### src/rtl/gray_bin_conv_pipe.sv
// Two-stage pipelined Gray<->binary converter with valid/ready handshake.
// Gray->binary words are also checked for single-bit steps against the
// previously accepted Gray word; violations are flagged per word and counted.
module gray_bin_conv_pipe #(
    parameter int DATA_WID = 4,
    parameter int CNT_WID  = 8,
    parameter int CHECK_EN = 1
) (
    input  logic                Clk,
    input  logic                Rst,
    input  logic                In_Valid,
    output logic                In_Ready,
    input  logic                Mode,
    input  logic [DATA_WID-1:0] Data_In,
    output logic                Out_Valid,
    input  logic                Out_Ready,
    output logic [DATA_WID-1:0] Data_Out,
    output logic                Out_Err,
    output logic [CNT_WID-1:0]  Err_Cnt
);

    localparam logic                LP_CHK     = (CHECK_EN != 0);
    localparam logic [DATA_WID-1:0] LP_ONE     = {{(DATA_WID-1){1'b0}}, 1'b1};
    localparam logic [CNT_WID-1:0]  LP_CNT_ONE = {{(CNT_WID-1){1'b0}}, 1'b1};
    localparam logic [CNT_WID-1:0]  LP_CNT_MAX = '1;

    // Stage 1: raw input word, its mode and its sequence-error flag
    logic                r_s1_valid;
    logic [DATA_WID-1:0] r_s1_data;
    logic                r_s1_mode;
    logic                r_s1_err;

    // Stage 2: converted result presented on the output
    logic                r_s2_valid;
    logic [DATA_WID-1:0] r_s2_data;
    logic                r_s2_err;

    // Sequence checker state
    logic [DATA_WID-1:0] r_hist;
    logic                r_hist_valid;
    logic [CNT_WID-1:0]  r_err_cnt;

    logic                w_s2_load;
    logic                w_in_ready;
    logic                w_in_xfer;
    logic [DATA_WID-1:0] w_diff;
    logic                w_one_step;
    logic                w_flag;
    logic [DATA_WID-1:0] w_conv;

    // S2 may load when empty or when its word leaves this cycle; S1 follows it.
    assign w_s2_load  = !r_s2_valid || Out_Ready;
    assign w_in_ready = !r_s1_valid || w_s2_load;
    assign w_in_xfer  = In_Valid && w_in_ready;

    // Exactly one bit set in the difference <=> legal Gray step (x & (x-1) clears the lowest set bit).
    assign w_diff     = Data_In ^ r_hist;
    assign w_one_step = (w_diff != '0) && ((w_diff & (w_diff - LP_ONE)) == '0);
    assign w_flag     = LP_CHK && !Mode && r_hist_valid && !w_one_step;

    // Conversion of the S1 word; Gray->binary bit i is the XOR of all Gray bits at or above i.
    always_comb begin
        w_conv = '0;
        if (r_s1_mode) begin
            w_conv = r_s1_data ^ (r_s1_data >> 1);
        end else begin
            for (int unsigned i = 0; i < DATA_WID; i++) begin
                w_conv[i] = ^(r_s1_data >> i);
            end
        end
    end

    // Stage 1 capture on input transfer; empties when its word moves on without a refill.
    always_ff @(posedge Clk) begin
        if (Rst) begin
            r_s1_valid <= 1'b0;
            r_s1_data  <= '0;
            r_s1_mode  <= 1'b0;
            r_s1_err   <= 1'b0;
        end else if (w_in_xfer) begin
            r_s1_valid <= 1'b1;
            r_s1_data  <= Data_In;
            r_s1_mode  <= Mode;
            r_s1_err   <= w_flag;
        end else if (w_s2_load) begin
            r_s1_valid <= 1'b0;
        end
    end

    // Stage 2 load of the converted word; held while the consumer stalls.
    always_ff @(posedge Clk) begin
        if (Rst) begin
            r_s2_valid <= 1'b0;
            r_s2_data  <= '0;
            r_s2_err   <= 1'b0;
        end else if (w_s2_load) begin
            r_s2_valid <= r_s1_valid;
            if (r_s1_valid) begin
                r_s2_data <= w_conv;
                r_s2_err  <= r_s1_err;
            end
        end
    end

    // History of the last accepted Gray word; a binary->Gray word breaks the sequence.
    always_ff @(posedge Clk) begin
        if (Rst) begin
            r_hist       <= '0;
            r_hist_valid <= 1'b0;
        end else if (w_in_xfer) begin
            if (Mode) begin
                r_hist_valid <= 1'b0;
            end else begin
                r_hist       <= Data_In;
                r_hist_valid <= 1'b1;
            end
        end
    end

    // Saturating error count, bumped when a flagged word is accepted at the input.
    always_ff @(posedge Clk) begin
        if (Rst) begin
            r_err_cnt <= '0;
        end else if (w_in_xfer && w_flag && (r_err_cnt != LP_CNT_MAX)) begin
            r_err_cnt <= r_err_cnt + LP_CNT_ONE;
        end
    end

    assign In_Ready  = w_in_ready;
    assign Out_Valid = r_s2_valid;
    assign Data_Out  = r_s2_data;
    assign Out_Err   = r_s2_err;
    assign Err_Cnt   = r_err_cnt;

endmodule

### config.mk
export PLATFORM = sky130hd
export DESIGN_NAME = gray_bin_conv_pipe
export DESIGN_NICKNAME = d
export VERILOG_FILES = /design/src/rtl/gray_bin_conv_pipe.sv
export SDC_FILE = /design/constraint.sdc
export NUM_CORES = 1
export LEC_CHECK = 0
export BUFFER_PORTS_ARGS = -buffer_cell sky130_fd_sc_hd__buf_4
export CORE_MARGIN = 4
export CORE_UTILIZATION = 45
export CTS_CLUSTER_DIAMETER = 50
export DETAILED_ROUTE_END_ITERATION = 10
export PLACE_DENSITY = 0.67
export SYNTH_ARGS = -nofsm -noshare
export SYNTH_HDL_FRONTEND = slang
export SYNTH_SLANG_ARGS = --single-unit
### constraint.sdc
create_clock -name Clk -period 3.2 [get_ports Clk]
set_input_delay 0.16 -clock Clk [delete_from_list [all_inputs] [get_ports Clk]]
set_output_delay 0.16 -clock Clk [all_outputs]
set_load 0.01 [all_outputs]
# Yosys cells after proc, flatten, opt, wreduce, memory -nomap -nowiden
# Index checks and enable logic that the tools add are counted.
[totals]
register_bits = 26
in_bits = 9
elab_cells = 42
[classes]
add_sub_neg = 2
eq_ne = 1
mux = 4
bitwise = 4
reduce_logical = 21
[op_table]
columns = ["operator", "n"]
rows = [
  ["4-bit parity", 4],
  ["8-bit by 1-bit adder with 8-bit output, second input constant", 1],
  ["8-bit inequality test, second input constant", 1],
  ["1-bit logical AND", 6],
  ["4-bit bitwise AND", 1],
  ["1-bit logical NOT", 4],
  ["4-bit logical NOT", 1],
  ["4-bit two-way mux", 1],
  ["2-bit AND reduction", 2],
  ["4-bit nonzero test", 1],
  ["4-bit by 1-bit subtractor with 4-bit output, second input constant", 1],
  ["4-bit by 3-bit XOR with 4-bit output", 1],
  ["4-bit XOR", 1],
  ["1-bit two-way mux", 3],
  ["1-bit logical OR", 2],
  ["2-bit nonzero test", 1],
  ["1-bit inverter", 1],
]

# Logic depth before layout (Yosys ltp)
[logic_depth]
word_depth = 9
ltp_mapped = 6
mapped_depth_nobuf = 5

# Least setup slack after synthesis
# Ideal clock, no wire load.
[synth_timing]
path_kind = "reg-to-reg"
startpoint = "reg r_s2_valid, in the netlist Out_Valid"
endpoint = "reg r_err_cnt[3], in the netlist Err_Cnt[3]"
t_arrival_ns = 1.516
path_slack_ns = 1.563
stages_incl_launch_ff = 7
path_buffers = 1
path_cell_list = "dfxtp_1 > nand3b_1 > buf_2 > and4b_1 > nand2_1 > nor3_1 > mux2_2"
[synth_via]
elab_chain_cells = 6
[synth_rtl]
columns = ["item", "line_no", "text"]
rows = [
  ["from (decl)", "34", "logic r_s2_valid;"],
  ["from (signal assigned)", "97", "r_s2_valid <= r_s1_valid;"],
  ["1-bit logical NOT", "52", "assign w_s2_load = !r_s2_valid || Out_Ready;"],
  ["1-bit logical OR", "52", ""],
  ["1-bit logical OR", "53", "assign w_in_ready = !r_s1_valid || w_s2_load;"],
  ["net In_Ready", "12", "output logic In_Ready,"],
  ["1-bit logical AND", "54", "assign w_in_xfer = In_Valid && w_in_ready;"],
  ["1-bit logical AND (2 in series)", "124", "end else if (w_in_xfer && w_flag && (r_err_cnt != LP_CNT_MAX)) begin"],
  ["to (signal assigned)", "125", "r_err_cnt <= r_err_cnt + LP_CNT_ONE;"],
  ["to (decl)", "41", "logic [CNT_WID-1:0] r_err_cnt;"],
]
# The timed path passes the listed nets, and every way through them passes these cells.
# A chain may end at the register's enable or synchronous reset.

# Worst setup path after layout
[layout_timing]
startpoint = "reg r_s1_valid"
endpoint = "reg r_err_cnt[4], in the netlist Err_Cnt[4]"
[layout_via]
elab_chain_cells = 5
[layout_rtl]
columns = ["item", "line_no", "text"]
rows = [
  ["from (decl)", "28", "logic r_s1_valid;"],
  ["from (signal assigned)", "76", "r_s1_valid <= 1'b0;"],
  ["from (signal assigned)", "81", "r_s1_valid <= 1'b1;"],
  ["from (signal assigned)", "86", "r_s1_valid <= 1'b0;"],
  ["1-bit logical NOT", "53", ""],
  ["1-bit logical OR", "53", ""],
  ["1-bit logical AND", "54", ""],
  ["1-bit logical AND (2 in series)", "124", ""],
]
# No other way between the ends.

==> run metrics <==
Syn Nets 153; register area 520 µm²; postcts setup bufs 0; ANT nets after route 0; Core ar. 2540 µm²; area of the multi-input gates 674 µm²; mux cell area share after synthesis 0.0864; syn_area_per_cell 8.61 µm²; CP peak stage delay 0.37 ns; pwr dens 388 nW/µm²; RSZ-0062 raised after global routing false; CP Max Fanout 11; Yosys cell types 31; fraction of the mapped netlist area in adder cells 0.0102; Startpoint Class register; Worst Path Arrival 2.03 ns; final count of hold timing violations 0; post_cts resized 0; H-tree level count 1; #FFs+latches synth 26; initial detailed-routing violation count 18; status complete, no violations; ANT cells 0; Slew HR 0.741; Layout Skew 0.00406 ns; worst-case clock buffer depth 2; CTS Hold Buffers Added 0; chip width 60.3 µm; total number of yosys warnings 0; Final period util 0.567; Reg clk slew, reported paths 0.13 ns; Synth Area in Compound Gates 0.118; Total Neg Setup Slack 0 ns; top-area cell type share of the netlist area 0.423; dpl ws 1.41 ns; DP Wirelength 1840 µm; Num CTS Buffers 3; Synth Cell Area 1230 µm²; detailed-route DRC error count 0; CTS tree yes; antenna violations before repair 0; worst setup margin 1.39 ns; maximum VDD drop 0.000318 V; Max Cap Viol 0; die height 60.3 µm; total grt overflow 0; GP Congestion 0.784; CP top delay family simple AND/OR/NAND/NOR gates; worst-margin pin slew 0.388 ns; largest net degree at the start of global routing 30; 1st-pass router iterations 4; vias in the first global route 938; combinational family with the most area after synthesis simple AND/OR/NAND/NOR gates; CTS sink count 26; die footprint 3640 µm²; number of I/O port buffers 23; average routed wire per standard cell 12.6 µm; CP Class reg -> reg; critical-path cell list nand3b_1 > and4b_1 > nand3_1 > nor3_1 > mux2_2; first-pass GRT wire length 4080 µm; fin crit period 1.81 ns; worst hold-check path type in -> reg; share of cells above drive strength 1 0.202; Clock Tree Root clkbuf_4; commonest non-fill, non-tap cells in the layout dfxtp_1 (26), buf_4 (23), nand2_1 (17); DR vias/cell 5.25; Synth-to-Final Area Change 16.9%; post-synthesis simple-gate area fraction 0.269; largest cells by area after synthesis dfxtp_1 (42%), a21oi_1 (6.1%), nand2_1 (5.2%); Setup-failing EPs final 0; WL final 2430 µm; Worst Path Buf+Inv 0; Fillers 249; part of the Yosys area used for sequential elements 0.423; worst skew pair latency 0.31 ns; initial core utilization 0.484; Synth area leader dfxtp_1; Total Routing Usage GR 0.150; commonest non-fill, non-tap cell in the layout dfxtp_1; Critical Path Slowest Stage Cell dfxtp_1; critical path required time 3.42 ns; Leak Pwr 0.000600 µW; Rows 18; Layout Nets 175; crit path capture type register; Post-Synth XOR/XNOR Area 0.0640; Ports 24; FMAX 552 MHz; Gate Count Post-Synth 143; Final Slew Violations 0; via count 1013
layer usage:
metal  track usage  up-vias  share of wire
met4        0.0791        0         0.0053
met5             0        -              0
met1         0.198      454           0.49
li1              -      536              -
met2         0.230       21           0.46
met3        0.0281        2          0.050
state kept, by name, indices dropped and copies added (netlist names):
signal        cells
Data_Out          4
Err_Cnt           8
Out_Err           1
Out_Valid         1
r_hist            4
r_hist_valid      1
r_s1_data         4
r_s1_err          1
r_s1_mode         1
r_s1_valid        1
Yosys cell counts, drive strengths merged:
master and instances:
ha 1, nor2b 6, and4 1, nand3b 2
o21bai 2, o211ai 1, inv 3, a311oi 1
or2 1, nor3 3, mux2i 5, or3 1
o311a 1, dfxtp 26, nand2b 2, o211a 1
nand3 9, a21oi 15, and4b 1, nand2 17
and2 1, nand4b 3, xnor2 7, nor2 16
o21ai 1, buf 4, mux2 5, clkbuf 2
nand4 3, xor2 2
final cells by class:
type | instances | area share
Multi-Input combinational cell | 108 | 0.469
Tap cell | 30 | 0.0261
Sequential cell | 26 | 0.362
Clock buffer | 3 | 0.0157
Inverter | 3 | 0.00783
Timing Repair Buffer | 23 | 0.120
through the flow:
step | total power (µW) | util | hold WS, ns | instances | cell area (µm²)
2_1_floorplan | 408 | - | 0.270 | 143 | 1230
3_3_place_gp | 430 | 0.557 | 0.387 | 190 | 1420
3_5_place_dp | 433 | 0.557 | 0.391 | 190 | 1420
4_1_cts | 568 | 0.565 | 0.0343 | 193 | 1440
5_1_grt | 593 | 0.565 | 0.0212 | 193 | 1440
6_report | 558 | 0.565 | 0.0544 | 193 | 1440
path summary, 6_finish.rpt:
check | from | cells past startpoint | slack [ns] | to
worst max-delay path | r_s1_valid | 5 | 1.39 | Err_Cnt[4]
worst max register to register | r_s1_valid | 5 | 1.39 | Err_Cnt[4]
worst min register to register | Out_Err | 2 | 0.47 | Out_Err
worst min-delay path | Mode | 2 | 0.05 | r_hist_valid
cells by family after synthesis:
| logic type | Yosys count |
|---|---|
| AND/OR/NAND/NOR | 66 |
| flip-flops | 26 |
| AO/OA/AOI/OAI | 22 |
| multiplexers | 10 |
| XOR/XNOR | 9 |
| buffers and inverters | 9 |
| adder cells (fa/ha/maj) | 1 |
report_power, final:
part	leakage [µW]	total (µW)	internal [µW]	switching [µW]
combinational	0.000375	82.0	36.8	45.2
sequential	0.000212	344	335	8.59
clock	0.0000138	132	44.0	88.4
Power figures use the tool's default switching activity.
